===== src/rtl/neural_unit_driver.sv =====
// -----------------------------------------------------------------------------
// neural_unit_driver
//
// Initiator-side sequencer for one NeuralUnit. It accepts a layer job from the
// host over a valid/ready handshake. For each job it drives the four operands,
// writes the four weights to addresses 0..3 using one-cycle write pulses, fires
// a one-cycle sumTrigger, and then waits for a fresh rising edge on layerDone.
// It returns layerOut, or a timeout flag if no edge arrives in time, over a
// second valid/ready handshake.
//
// Optional feature (macro NEURAL_DRIVER_WCACHE_EN):
//   The driver keeps a shadow copy of the last weight written to each address.
//   If a new weight equals the valid shadow value, that write is skipped.
//   When the macro is undefined, all four addresses are written on every job.
//
// Parameters:
//   DATA_W   - operand / result width
//   WEIGHT_W - weight width
//   TIMEOUT  - max WAIT cycles before the job is aborted (>= 1)
//
// Ports:
//   clk, rst_n            - clock (rising edge), async active-low reset
//   req_valid/req_ready   - job handshake (ready only in IDLE)
//   req_data              - four operands, slice k -> input k
//   req_weight            - four weights, slice k -> address k
//   req_layer             - layer select for the job
//   res_valid/res_ready   - result handshake (valid held until ready)
//   res_data, res_timeout - captured layerOut (0 on timeout), abort flag
//   input0..input3        - operands to the NeuralUnit
//   weight, address,write - weight write port to the NeuralUnit
//   sumTrigger, layer_Sel - sum start strobe, layer select
//   layerOut, layerDone   - NeuralUnit result and done level
// -----------------------------------------------------------------------------
module neural_unit_driver #(
    parameter int DATA_W   = 32,
    parameter int WEIGHT_W = 8,
    parameter int TIMEOUT  = 255
) (
    input  logic                  clk,
    input  logic                  rst_n,
    input  logic                  req_valid,
    output logic                  req_ready,
    input  logic [4*DATA_W-1:0]   req_data,
    input  logic [4*WEIGHT_W-1:0] req_weight,
    input  logic                  req_layer,
    output logic                  res_valid,
    input  logic                  res_ready,
    output logic [DATA_W-1:0]     res_data,
    output logic                  res_timeout,
    output logic [DATA_W-1:0]     input0,
    output logic [DATA_W-1:0]     input1,
    output logic [DATA_W-1:0]     input2,
    output logic [DATA_W-1:0]     input3,
    output logic [WEIGHT_W-1:0]   weight,
    output logic [1:0]            address,
    output logic                  write,
    output logic                  sumTrigger,
    output logic                  layer_Sel,
    input  logic [DATA_W-1:0]     layerOut,
    input  logic                  layerDone
);

    // The counter only ever needs to reach TIMEOUT-1.
    localparam int CNT_W = (TIMEOUT > 1) ? $clog2(TIMEOUT) : 1;
    localparam logic [CNT_W-1:0] CNT_LAST = CNT_W'(TIMEOUT - 1);

    typedef enum logic [2:0] {
        IDLE    = 3'd0,
        WR_HI   = 3'd1,
        WR_LO   = 3'd2,
        TRIG_HI = 3'd3,
        TRIG_LO = 3'd4,
        WAIT    = 3'd5,
        RESP    = 3'd6
    } state_t;

    state_t                state_reg;
    state_t                state_next;

    logic [1:0]            addr_reg;
    logic [1:0]            addr_next;
    logic [3:0]            need_reg;      // addresses this job still has to write
    logic [3:0]            req_need;      // addresses the incoming job must write
    logic [3:0]            pend_mask;     // remaining writes still ahead of addr_reg
    logic                  pend_any;
    logic [WEIGHT_W-1:0]   weight_arr [4];
    logic                  done_q;
    logic                  done_edge;
    logic [CNT_W-1:0]      cnt_reg;

    assign done_edge = layerDone & ~done_q;

    // ---------------------------------------------------------------------
    // Write-skip decision for the incoming job
    // ---------------------------------------------------------------------
`ifdef NEURAL_DRIVER_WCACHE_EN
    logic [WEIGHT_W-1:0] shadow_arr [4];
    logic [3:0]          shadow_valid;

    generate
        for (genvar gi = 0; gi < 4; gi++) begin : g_need
            assign req_need[gi] = !shadow_valid[gi] ||
                (shadow_arr[gi] != req_weight[gi*WEIGHT_W +: WEIGHT_W]);
        end
    endgenerate

    // The shadow copy tracks what the NeuralUnit really holds, so it is only
    // updated when a write strobe is actually issued.
    always_ff @(posedge clk or negedge rst_n) begin
        if (!rst_n) begin
            shadow_valid <= 4'b0;
            for (int k = 0; k < 4; k++) shadow_arr[k] <= '0;
        end else if (state_reg == WR_HI) begin
            shadow_arr[addr_reg]   <= weight_arr[addr_reg];
            shadow_valid[addr_reg] <= 1'b1;
        end
    end
`else
    assign req_need = 4'b1111;
`endif

    // Next address to write. In IDLE it is the first address the new job
    // needs. In WR_LO it is the next needed address above the current one.
    // An empty mask means that the weight phase is finished.
    always_comb begin
        pend_mask = 4'b0;
        addr_next = addr_reg;
        if (state_reg == IDLE)
            pend_mask = req_need;
        else if (state_reg == WR_LO)
            pend_mask = need_reg & (4'b1110 << addr_reg);
        for (int k = 3; k >= 0; k--)
            if (pend_mask[k]) addr_next = 2'(k);
    end

    assign pend_any = |pend_mask;

    // ---------------------------------------------------------------------
    // FSM: state register
    // ---------------------------------------------------------------------
    always_ff @(posedge clk or negedge rst_n) begin
        if (!rst_n) state_reg <= IDLE;
        else        state_reg <= state_next;
    end

    // ---------------------------------------------------------------------
    // FSM: next-state logic
    // ---------------------------------------------------------------------
    always_comb begin
        state_next = state_reg;
        case (state_reg)
            IDLE:    if (req_valid) state_next = pend_any ? WR_HI : TRIG_HI;
            WR_HI:   state_next = WR_LO;
            WR_LO:   state_next = pend_any ? WR_HI : TRIG_HI;
            TRIG_HI: state_next = TRIG_LO;
            TRIG_LO: state_next = WAIT;
            WAIT:    if (done_edge || cnt_reg == CNT_LAST) state_next = RESP;
            RESP:    if (res_ready) state_next = IDLE;
            default: state_next = IDLE;
        endcase
    end

    // ---------------------------------------------------------------------
    // FSM: outputs
    // ---------------------------------------------------------------------
    always_comb begin
        // req_ready is gated by rst_n so that every output reads 0 while
        // reset is held, and ready rises as soon as reset is released.
        req_ready  = (state_reg == IDLE) && rst_n;
        write      = (state_reg == WR_HI);
        sumTrigger = (state_reg == TRIG_HI);
        res_valid  = (state_reg == RESP);
    end

    // The weight and address buses follow the address register. They stay
    // stable through both WR_HI and WR_LO because addr_reg only advances
    // when WR_LO is left.
    assign weight  = weight_arr[addr_reg];
    assign address = addr_reg;

    // ---------------------------------------------------------------------
    // Datapath registers
    // ---------------------------------------------------------------------
    always_ff @(posedge clk or negedge rst_n) begin
        if (!rst_n) begin
            addr_reg    <= 2'd0;
            need_reg    <= 4'b0;
            done_q      <= 1'b0;
            cnt_reg     <= '0;
            input0      <= '0;
            input1      <= '0;
            input2      <= '0;
            input3      <= '0;
            layer_Sel   <= 1'b0;
            res_data    <= '0;
            res_timeout <= 1'b0;
            for (int k = 0; k < 4; k++) weight_arr[k] <= '0;
        end else begin
            // Sampled every cycle, so edges seen outside WAIT are consumed.
            done_q <= layerDone;
            case (state_reg)
                IDLE: begin
                    if (req_valid) begin
                        input0    <= req_data[0*DATA_W +: DATA_W];
                        input1    <= req_data[1*DATA_W +: DATA_W];
                        input2    <= req_data[2*DATA_W +: DATA_W];
                        input3    <= req_data[3*DATA_W +: DATA_W];
                        layer_Sel <= req_layer;
                        need_reg  <= req_need;
                        addr_reg  <= addr_next;
                        for (int k = 0; k < 4; k++)
                            weight_arr[k] <= req_weight[k*WEIGHT_W +: WEIGHT_W];
                    end
                end
                WR_LO: begin
                    if (pend_any) addr_reg <= addr_next;
                end
                TRIG_LO: begin
                    cnt_reg <= '0;
                end
                WAIT: begin
                    if (done_edge) begin
                        res_data    <= layerOut;
                        res_timeout <= 1'b0;
                    end else if (cnt_reg == CNT_LAST) begin
                        res_data    <= '0;
                        res_timeout <= 1'b1;
                    end else begin
                        cnt_reg <= cnt_reg + 1'b1;
                    end
                end
                default: ;
            endcase
        end
    end

endmodule


===== config.mk =====
export PLATFORM = sky130hd
export DESIGN_NAME = neural_unit_driver
export DESIGN_NICKNAME = d
export VERILOG_FILES = /design/src/rtl/neural_unit_driver.sv
export SDC_FILE = /design/constraint.sdc
export NUM_CORES = 1
export LEC_CHECK = 0
export CAP_MARGIN = 30
export CORE_AREA = 2 2 146 148
export CTS_BUF_LIST = sky130_fd_sc_hd__clkbuf_4 sky130_fd_sc_hd__clkbuf_8
export DETAILED_ROUTE_END_ITERATION = 10
export DIE_AREA = 0 0 148 150
export HOLD_SLACK_MARGIN = 0.15
export PLACE_DENSITY_LB_ADDON = 0.1
export REMOVE_ABC_BUFFERS = 1
export SYNTH_ARGS = -nofsm -noshare
export SYNTH_HDL_FRONTEND = slang
export SYNTH_SLANG_ARGS = --single-unit

===== constraint.sdc =====
create_clock -name clk -period 4.8 [get_ports clk]
set_clock_uncertainty 0.1 [all_clocks]
set_input_delay 0.96 -clock clk [delete_from_list [all_inputs] [get_ports clk]]
set_output_delay 0.96 -clock clk [all_outputs]
set_load 0.1 [all_outputs]

# --- Yosys cells after proc, flatten, opt, wreduce, memory -nomap -nowiden ---
# Cells that the tools add are included.
op_classes:
  add_sub_neg: 1
  magnitude_cmp: 1
  n_eq_ne: 13
  shifts: 1
  mux: 24
  n_bitwise: 4
  reduce_logical: 12
ops:
  columns: ["op", "n"]
  rows:
  - ["$mux W32", 2]
  - ["$mux W8", 4]
  - ["$pmux W3 S7", 1]
  - ["$bmux W8 S2", 1]
  - ["$pmux W8 S2", 1]
  - ["$mux W2", 7]
  - ["$ne A2 B2 Y1 const B", 5]
  - ["$eq A3 B3 Y1 const B", 3]
  - ["$mux W3", 3]
  - ["$reduce_and A3 Y1", 3]
  - ["$add A8 B1 Y8 const B", 1]
  - ["$eq A8 B8 Y1 const B", 1]
  - ["$mux W4", 2]
  - ["$eq A3 B2 Y1 const B", 2]
  - ["$reduce_bool A2 Y1", 3]
  - ["$and A4 B4 Y4", 1]
  - ["$pmux W2 S2", 1]
  - ["$reduce_and A2 Y1", 2]
  - ["$reduce_or A4 Y1", 1]
  - ["$shl A4 B2 Y4 const A", 1]
  - ["$eq A3 B1 Y1 const B", 1]
  - ["$ge A3 B3 Y1 const B", 1]
  - ["$logic_not A3 Y1", 1]
  - ["$not A2 Y3", 1]
  - ["other kinds (6)", 7]
word_totals:
  ff_bits: 209
  in_bits: 198
  output_inout_bits: 176

# --- Logic depth before layout (Yosys ltp) ---
# Gate-level depths: netlist of run 1.
depth:
  word_depth: 10
  mapped_depth: 7
  depth_no_buf: 6

# --- Worst setup path before layout of run 1 ---
# OpenSTA, ideal clock, no wires.
synth_timing:
  kind: "flip-flop to output port"
  startpoint: "register addr_reg[0], in the netlist address[0]"
  endpoint: "output weight[1]"
  t_arrival_ns: 2.162
  t_required_ns: 3.740
  slack_ns: 1.578
  path_stages_with_launch: 3
  n_path_buf: 1
  cell_sequence: "dfrtp_1 -> buf_2 -> mux4_2"
synth_via:
  elab_chain_cells: 4
synth_lines:
  columns: ["item", "line", "source"]
  rows:
  - ["start, declared", "80", "logic [1:0] addr_reg;"]
  - ["start signal, assigned", "210", "addr_reg <= addr_next;"]
  - ["start signal, assigned", "216", "if (pend_any) addr_reg <= addr_next;"]
  - ["$not A2 Y3 (not written as such)", "178", "assign weight = weight_arr[addr_reg];"]
  - ["$bmux W8 S2", "178", null]
  - ["$mux W8 (not written as such) (2 in a row)", "178", null]
  - ["end, declared", "54", "output logic [WEIGHT_W-1:0] weight,"]
# No other way between the ends. The select of a mux whose other input is x is not followed.

# --- Final worst setup path of run 1 ---
layout_timing:
  startpoint: "register addr_reg[0], in the netlist address[0]"
  endpoint: "output weight[3]"
# Same word-level chain as after synthesis.

==> summary.md, run 1 <==
| Metric | Value |
|---|---|
| Yosys warnings | 0 |
| Drt drc | 0 |
| Crit path buffers/inverters | 1 |
| Inst Count DP | 1,153 |
| Fillers | 1,543 |
| Tot GR Track Use | 20.0% |
| Number of DRC markers in iteration 0 | 221 |
| Post-route ant nets | 0 |
| Global-route wire length before repair | 34.9 mm |
| Htree depth | 2 |
| Total CTS buffers | 37 |
| Top cell type by total area after synthesis | dfrtp_1 |
| Syn Area/Cell | 16.3 sq um |
| Fmax | 0.253 GHz |
| Arrival @ worst endpoint | 2.89 ns |
| Worst path top cell family by delay | buffers and inverters |
| Worst slack at placement | 1.29 ns |
| Starting Density | 41.7% |
| Sequential element share of the synthesized area | 60.6% |
| R2r endpoint | weight_arr[1] |
| Initial antenna violation count | 0 |
| Async S/R FF share, synth | 100% |
| Worst r2r src | state_reg[0] |
| CP peak stage delay | 1.00 ns |
| Fin Setup TNS | 0 ns |
| Largest fanout on the critical path | 13 |
| Final hold viol count | 0 |
| Vias | 5,939 |
| Worst Path Required | 3.74 ns |
| Worst R2R Setup Slack | 2.42 ns |
| Antenna cells | 0 |
| Slew @ Worst Pin | 1.04 ns |
| Core Box Area | 20,700 sq um |
| Relative slew slack | 30.5% |
| DRT Pass-1 Iters | 4 |
| GP Congestion | 0.805 |
| Top cell type's share of synthesized area | 60.6% |
| Fin crit share | 82.2% |
| Clk_lat worst skew | 0.51 ns |
| Cell Area, Synth | 8630 sq um |
| CTS tree | built |
| Main area contributors after synthesis | dfrtp_1, mux2_4, mux2_2 |
| Final setup vio count | 0 |
| Die Area | 22,200 sq um |
| Share of cells above drive strength 1 | 26.5% |
| Max_cap viols | 0 |
| Cells after synthesis | 529 |
| Fin cells | 1,214 |
| # rows | 53 |
| I/O Buffers | 373 |
| Total wire length | 22.6 mm |
| Crit. End Element | output pin |
| Slowest stage cell, crit path | clkdlybuf4s50_1 |
| Die H | 150 microns |
| Period minus WS final | 3.95 ns |
| Wire length per cell | 18.6 microns |
| Number of synthesized flops with an enable pin | 0 |
| Clk root buf | clkbuf_8 |
| Total global routing overflow | 0 |
| Setup Fix Bufs, Post-CTS | 0 |
| Cell chain of the critical path | mux4_2 > clkdlybuf4s50_1 |
| Hold Path Class | in -> async |
| # resized after CTS | 0 |
| Synth Register Bits | 209 |
| Via-to-Cell Ratio | 4.89 |
| WHS | 0.307 ns |
| Syn-to-layout area delta | 55.0% |
| Number of distinct library cells after synthesis | 44 |
| Final nets | 1,118 |
| RSZ-0062 raised after global routing | no |
| Primary FF master, synth | dfrtp_1 |
| FF-to-FF path depth | 4 |
| Ports | 374 |
| CP Class | reg -> out |
| Largest net degree at the start of global routing | 96 |
| Commonest cells in the synthesized netlist | dfrtp_1, mux2_2, mux2_4 |
| Total clock sinks | 209 |
| Reg clk slew, reported paths | 0.06 ns |
| Number of global-route vias before repair | 6,373 |
| CTS Hold Buffers Added | 0 |
| Crit path launch type | flop |
| Pins over their slew limit | 0 |
| Die Wd | 148 microns |
| Hpwl dp | 16.1 mm |
| CTS Buffer Depth | 3 |
| Crit path from | address[0] |
| Final worst setup slack | 0.853 ns |
| Outcome | complete, no violations |
| Count leader, synth | dfrtp_1 |
==> routing by layer <==
| metal | GRT usage [%] | share of wire (%) | routed length, microns | vias to the layer above |
|---|---|---|---|---|
| met5 | 0 | 0 | 0 | - |
| met4 | 6.38 | 2.2 | 503 | 0 |
| met3 | 6.43 | 8.1 | 1840 | 37 |
| met2 | 33.8 | 50 | 11300 | 264 |
| met1 | 24.4 | 40 | 8950 | 2933 |
| li1 | - | - | - | 2705 |
==> placed cells by master (no fill, tap or decap), drive strengths merged, types with 2 or more instances in the layout <==
cell type	n
clkdlybuf4s50	370
dfrtp	209
mux2	162
clkbuf	59
a22o	35
nand2	14
buf	11
nor2	10
mux4	8
a21oi	8
o211ai	5
nand3	5
nand2b	4
nor2b	4
o21ai	4
inv	3
nor3	2
o41ai	2
and3	2
a31oi	2
ha	2
and2	2
nor4	2
==> cell type report <==
class                      count  area, sq um  area share, %
inverter                       3         11.3         0.0842
multi-input combinational    285         3120           23.3
clock buffer                  58          736           5.50
sequential                   209         5230           39.1
clock inverter                 2         12.5         0.0935
tap                          275          344           2.57
timing repair buffer         382         3930           29.3
==> worst reg2reg max path, delay by kind of cell, from the launching register on <==
family                 cells  cell delay (ns)
and+or+nand+nor            2             0.59
buffers and inverters      1             0.35
DFF                        1             0.63
muxes                      1             0.57
==> logic make-up after synthesis <==
| family | count (synthesis) | synth area share [%] |
|---|---|---|
| and+or+nand+nor | 52 | 3.55 |
| DFF | 209 | 60.6 |
| buffers and inverters | 35 | 3.28 |
| adders and majority gates | 2 | 0.290 |
| AOI/OAI and AO/OA | 61 | 5.62 |
| muxes | 170 | 26.7 |
==> worst max-delay path by stage <==
stage                            end  depth (start not counted)
final                      weight[3]                          2
after floorplan           input0[10]                          2
after CTS                  weight[3]                          2
after global placement     weight[6]                          2
after global routing       weight[1]                          2
after detailed placement   weight[3]                          2
==> stage by stage <==
stage	utilization (%)	area, sq um
3_3_place_gp	60.4	12500
6_report	64.7	13400
5_1_grt	64.7	13400
2_1_floorplan	-	8360
3_5_place_dp	60.9	12600
4_1_cts	64.5	13400
Power of run 1 is not shown: default switching activity piles up to over one toggle a cycle in this logic, so the estimate is an artifact.
==> inputs of run 2 (changes only) <==
- CORE_AREA: 2 2 146 148 -> not set
- CORE_MARGIN: not set -> 2
- CORE_UTILIZATION: not set -> 44
- DIE_AREA: 0 0 148 150 -> not set
- clock period: 4.8 -> 3.7 ns (I/O delays scaled with it)
==> run 2 against run 1 <==
Global-route usage rose by 1.6 points. Count of clock-buffer cells in the layout fell by 1. Non-clock buffer count fell by 2. Design area fell by 0.64%. Critical path depth did not move. Wire length rose by 3.5%. Sequential cell count did not move. Utilization rose by 4.1 points. Die area fell by 6.5%. First-iteration DRC count rose by 14%. Register-to-register slack got worse by 1.2 ns.
==> summary.md, run 2 (synthesized netlist as in run 1, its figures left out) <==
| Metric | Value |
|---|---|
| Clk root buf | clkbuf_8 (unchanged) |
| Commonest cells after routing, fill and taps aside | clkdlybuf4s50_1, dfrtp_1, mux2_2, mux2_4, clkbuf_8 (unchanged) |
| Fin crit share | 82.0% |
| Hold Path Class | reg -> reg (was in -> async) |
| Final setup vio count | 0 (unchanged) |
| Number of global-route vias before repair | 6,346 (was 6,373) |
| Largest fanout on the critical path | 13 (unchanged) |
| Crit path launch type | flop (unchanged) |
| Hpwl dp | 16.5 mm (was 16.1 mm) |
| Reg clk slew, reported paths | 0.06 ns (about the same) |
| CTS Buffer Depth | 3 (unchanged) |
| Outcome | complete, no violations (unchanged) |
| Worst Path Required | 2.86 ns (was 3.74 ns) |
| Area taken by multi-input logic gates | 3120 sq um (unchanged) |
| Die Wd | 144 microns (was 148 microns) |
| Global-route wire length before repair | 34.6 mm (was 34.9 mm) |
| Die H | 144 microns (was 150 microns) |
| GP Congestion | 0.819 (was 0.805) |
| Post-route ant nets | 0 (unchanged) |
| # resized after CTS | 0 (unchanged) |
| Initial antenna violation count | 1 (was 0) |
| Fillers | 1,384 (was 1,543) |
| FF-to-FF path depth | 4 (unchanged) |
| Fmax | 0.330 GHz |
| Slew @ Worst Pin | 1.04 ns (about the same) |
| CP Class | reg -> out (unchanged) |
| Number of DRC markers in iteration 0 | 252 (was 221) |
| Syn-to-layout area delta | 54.0% (was 55.0%) |
| Period minus WS final | 3.03 ns |
| Worst R2R Setup Slack | 1.25 ns (was 2.42 ns) |
| Drt drc | 0 (unchanged) |
| Wire length per cell | 19.4 microns (was 18.6 microns) |
| Crit path to | weight[6] (was weight[3]) |
| Starting Density | 44.6% (was 41.7%) |
| Total wire length | 23.3 mm (was 22.6 mm) |
| Tot GR Track Use | 21.6% (was 20.0%) |
| Max_cap viols | 0 (unchanged) |
| Relative slew slack | 30.6% (was 30.5%) |
| Die Area | 20,800 sq um (was 22,200 sq um) |
| CTS tree | built (unchanged) |
| Pins over their slew limit | 0 (unchanged) |
| R2r endpoint | weight_arr[30] (was weight_arr[1]) |
| Largest net degree at the start of global routing | 119 (was 96) |
| Crit path from | address[0] (unchanged) |
| WHS | 0.399 ns (was 0.307 ns) |
| Via-to-Cell Ratio | 4.99 (was 4.89) |
| Arrival @ worst endpoint | 2.19 ns (was 2.89 ns) |
| Clk_lat worst skew | 0.52 ns (was 0.51 ns) |
| Core Box Area | 19,300 sq um (was 20,700 sq um) |
| Share of cells above drive strength 1 | 28.1% (was 26.5%) |
| Crit. End Element | output pin (unchanged) |
| RSZ-0062 raised after global routing | no (unchanged) |
| Sequential cell area | 5230 sq um (unchanged) |
| Vias | 6,016 (was 5,939) |
| Htree depth | 2 (unchanged) |
| DRT Pass-1 Iters | 4 (unchanged) |
| # rows | 51 (was 53) |
| I/O Buffers | 373 (unchanged) |
| Worst r2r src | state_reg[0] (unchanged) |
| Total CTS buffers | 37 (unchanged) |
| Setup Fix Bufs, Post-CTS | 0 (unchanged) |
| Final hold viol count | 0 (unchanged) |
| Most common cell after layout, fill and taps aside | clkdlybuf4s50_1 (unchanged) |
| Total global routing overflow | 0 (unchanged) |
| CTS Hold Buffers Added | 1 (was 0) |
| Ports | 374 (unchanged) |
| Final nets | 1,116 (was 1,118) |
| Total clock sinks | 209 (unchanged) |
run 2: cell types whose count changed in the layout (fill, tap and decap cells not counted), sizes merged:
cell	delta
clkbuf	-1
diode	+1
dlygate4sd3	+1
buf	+13
clkinv	+2
bufinv	+1
clkdlybuf4s50	-16
run 2: per-layer routing:
metal  track usage, %  part of all wire, %  routed length [microns]
met4             8.26                  2.6                      598
met1             25.8                   38                     8880
met5                0                0.051                       12
met3             7.02                  9.0                     2090
met2             36.4                   50                    11700
run 2: per-stage QoR:
step	TNS [ns]	cell area [sq um]	util (%)	std cells	setup WS, ns
6_report	0	13300	68.8	1205	0.666
3_3_place_gp	0	12500	64.5	1140	1.08
5_1_grt	0	13300	68.7	1204	0.537
2_1_floorplan	-441.46	8360	-	497	-2.77
4_1_cts	0	13300	68.6	1203	0.612
3_5_place_dp	0	12500	64.5	1140	1.03
run 2: worst min path at each step:
stage | start | end | slack, ns | depth (start not counted)
after global placement | res_data[6] | res_data[6] | 0.38 | 1
after global routing | res_data[2] | res_data[2] | 0.41 | 1
after detailed placement | res_data[1] | res_data[1] | 0.39 | 1
after floorplan | rst_n | address[0] | 0.34 | 0
after CTS | res_data[12] | res_data[12] | 0.40 | 1
final | res_data[18] | res_data[18] | 0.40 | 1
run 2: cell type report:
type / instances / area share (%)
flip-flops and latches: 209 / 39.3
clock inverters: 5 / 0.395
well taps: 265 / 2.49
inverters: 3 / 0.0847
clock buffers: 57 / 5.48
multi-input cells: 285 / 23.5
repair buffers: 380 / 28.7
diodes: 1 / 0.0188
run 2: critical path, stage by stage, from the launching register on:
cell     delay, ns
dfrtp_1       0.83
mux4_2        0.59
buf_4         0.25
Power of run 2 is left out for the same reason.
==> inputs of run 3 (changes only) <==
- clock period: 3.7 -> 2.92 ns (I/O delays scaled with it)
==> run 3 against run 2 <==
Worst setup slack got worse by 0.40 ns. Wire length fell by 1.3%. Sequential cell count did not move. Via count fell by 0.78%. Critical path depth rose by 1. Final cell count rose by 0.66%. Non-clock buffer count rose by 5. Highest routed layer unchanged.
==> summary.md, run 3 (synthesized netlist as in run 1, its figures left out) <==
| Metric | Value |
|---|---|
| FF-to-FF path depth | 6 (was 4) |
| Share of cells above drive strength 1 | 45.3% (was 28.1%) |
| Global-route wire length before repair | 34.7 mm (was 34.6 mm) |
| Die Wd | 144 microns (unchanged) |
| Post-route ant nets | 0 (unchanged) |
| CP Class | reg -> out (unchanged) |
| Die Area | 20,800 sq um (unchanged) |
| Drt drc | 0 (unchanged) |
| Syn-to-layout area delta | 51.2% (was 54.0%) |
| Relative slew slack | 57.6% (was 30.6%) |
| Crit. End Element | output pin (unchanged) |
| Total global routing overflow | 0 (unchanged) |
| CP peak stage delay | 0.56 ns (was 0.83 ns) |
| Fin Setup TNS | 0 ns (unchanged) |
| Total CTS buffers | 38 (was 37) |
| Htree depth | 2 (unchanged) |
| Slew @ Worst Pin | 0.637 ns (was 1.04 ns) |
| Hpwl dp | 16.7 mm (was 16.5 mm) |
| Final hold viol count | 0 (unchanged) |
| Total wire length | 23.0 mm (was 23.3 mm) |
| Fin crit share | 91.0% |
| I/O Buffers | 373 (unchanged) |
| Die H | 144 microns (unchanged) |
| RSZ-0062 raised after global routing | no (unchanged) |
| Crit path launch type | flop (unchanged) |
| Total clock sinks | 209 (unchanged) |
| Wire length per cell | 19.0 microns (was 19.4 microns) |
| Vias | 5,969 (was 6,016) |
| Worst Path Required | 2.24 ns (was 2.86 ns) |
| # rows | 51 (unchanged) |
| DRT Pass-1 Iters | 4 (unchanged) |
| Number of DRC markers in iteration 0 | 275 (was 252) |
| Fin area | 13,000 sq um (was 13,300 sq um) |
| Most common cell after layout, fill and taps aside | dfrtp_1 (was clkdlybuf4s50_1) |
| Reg clk slew, reported paths | 0.05 ns (was 0.06 ns) |
| Max_cap viols | 0 (unchanged) |
| Number of global-route vias before repair | 6,356 (was 6,346) |
| Initial antenna violation count | 2 (was 1) |
| Slowest stage cell, crit path | mux4_2 (was dfrtp_1) |
| Final nets | 1,122 (was 1,116) |
| Fmax | 0.376 GHz |
| Largest net degree at the start of global routing | 119 (unchanged) |
| Pins over their slew limit | 0 (unchanged) |
| Core Box Area | 19,300 sq um (unchanged) |
| Ports | 374 (unchanged) |
| CTS tree | built (unchanged) |
| Clk_lat worst skew | 0.50 ns (was 0.52 ns) |
| # resized after CTS | 0 (unchanged) |
| Commonest cells after routing, fill and taps aside | dfrtp_1, clkdlybuf4s50_1, buf_4, mux2_2, mux2_4 (was clkdlybuf4s50_1, dfrtp_1, mux2_2, mux2_4, clkbuf_8) |
| Placed cell area | 12,300 sq um (was 12,500 sq um) |
| Hold Path Class | in -> async (was reg -> reg) |
| Period minus WS final | 2.66 ns |
| Starting Density | 44.6% (unchanged) |
| Setup Fix Bufs, Post-CTS | 0 (unchanged) |
| Clk root buf | clkbuf_8 (unchanged) |
| CTS Buffer Depth | 3 (unchanged) |
| Outcome | complete, no violations (unchanged) |
| Via-to-Cell Ratio | 4.92 (was 4.99) |
| Final setup vio count | 0 (unchanged) |
| Tot GR Track Use | 21.5% (was 21.6%) |
| Arrival @ worst endpoint | 1.97 ns (was 2.19 ns) |
| Cell chain of the critical path | buf_4 > mux4_2 > buf_12 (was mux4_2 > buf_4) |
| GP Congestion | 0.829 (was 0.819) |
| Largest fanout on the critical path | 8 (was 13) |
## run 3: changes by cell type in the layout (fill, tap and decap cells not counted), moves of 4 or more
cell | previous run | this run
buf_12 | 4 | 15
clkbuf_8 | 49 | 45
buf_4 | 19 | 171
clkdlybuf4s50_1 | 354 | 196
clkbuf_4 | 9 | 18
## run 3: layout make-up
| cell class | count | area [sq um] |
|---|---|---|
| Fill cell | 1413 | 6290 |
| Antenna cell | 2 | 5.00 |
| Timing Repair Buffer | 385 | 3600 |
| Clock buffer | 62 | 741 |
| Clock inverter | 2 | 10.0 |
| Tap cell | 265 | 332 |
| Inverter | 3 | 11.3 |
| Sequential cell | 209 | 5230 |
| Multi-Input combinational cell | 285 | 3120 |
## run 3: routing by layer
metal	global-route usage (%)	up-vias	wire length, microns
met3	7.15	38	2130
met2	36.6	258	11600
met1	25.6	2961	8710
met5	0	-	12
li1	-	2710	-
met4	7.53	2	537
## run 3: timing repair
| action | in CTS | in global routing |
|---|---|---|
| endpoints found under the hold margin | 18 | 0 |
| hold buffers | 1 | 0 |
| endpoints found under the setup margin | 0 | 0 |
## run 3: per-stage QoR
| stage | setup WS, ns | std cells | util (%) | hold WS (ns) |
|---|---|---|---|---|
| 2_1_floorplan | -3.55 | 497 | - | 0.188 |
| 3_3_place_gp | 0.620 | 1145 | 63.4 | 0.356 |
| 3_5_place_dp | 0.512 | 1145 | 63.4 | 0.357 |
| 4_1_cts | 0.198 | 1210 | 67.3 | 0.362 |
| 5_1_grt | 0.144 | 1212 | 67.5 | 0.381 |
| 6_report | 0.262 | 1213 | 67.5 | 0.388 |
## run 3: worst max-delay path: cells and delay by family (launching register included)
kind	cells	cell delay, ns
buf+inv	2	0.45
flops	1	0.46
mux	1	0.56
## run 3: final timing paths
path                           endpoint  slack [ns]    startpoint
setup / recovery              weight[3]        0.26    address[0]
hold / removal               input0[18]        0.39         rst_n
setup reg to reg            res_data[2]        0.85    cnt_reg[0]
hold reg to reg            res_data[29]        0.40  res_data[29]
max in group asynchronous     input1[8]        1.45         rst_n
min in group clk           res_data[29]        0.40  res_data[29]
Power of run 3 is left out for the same reason.
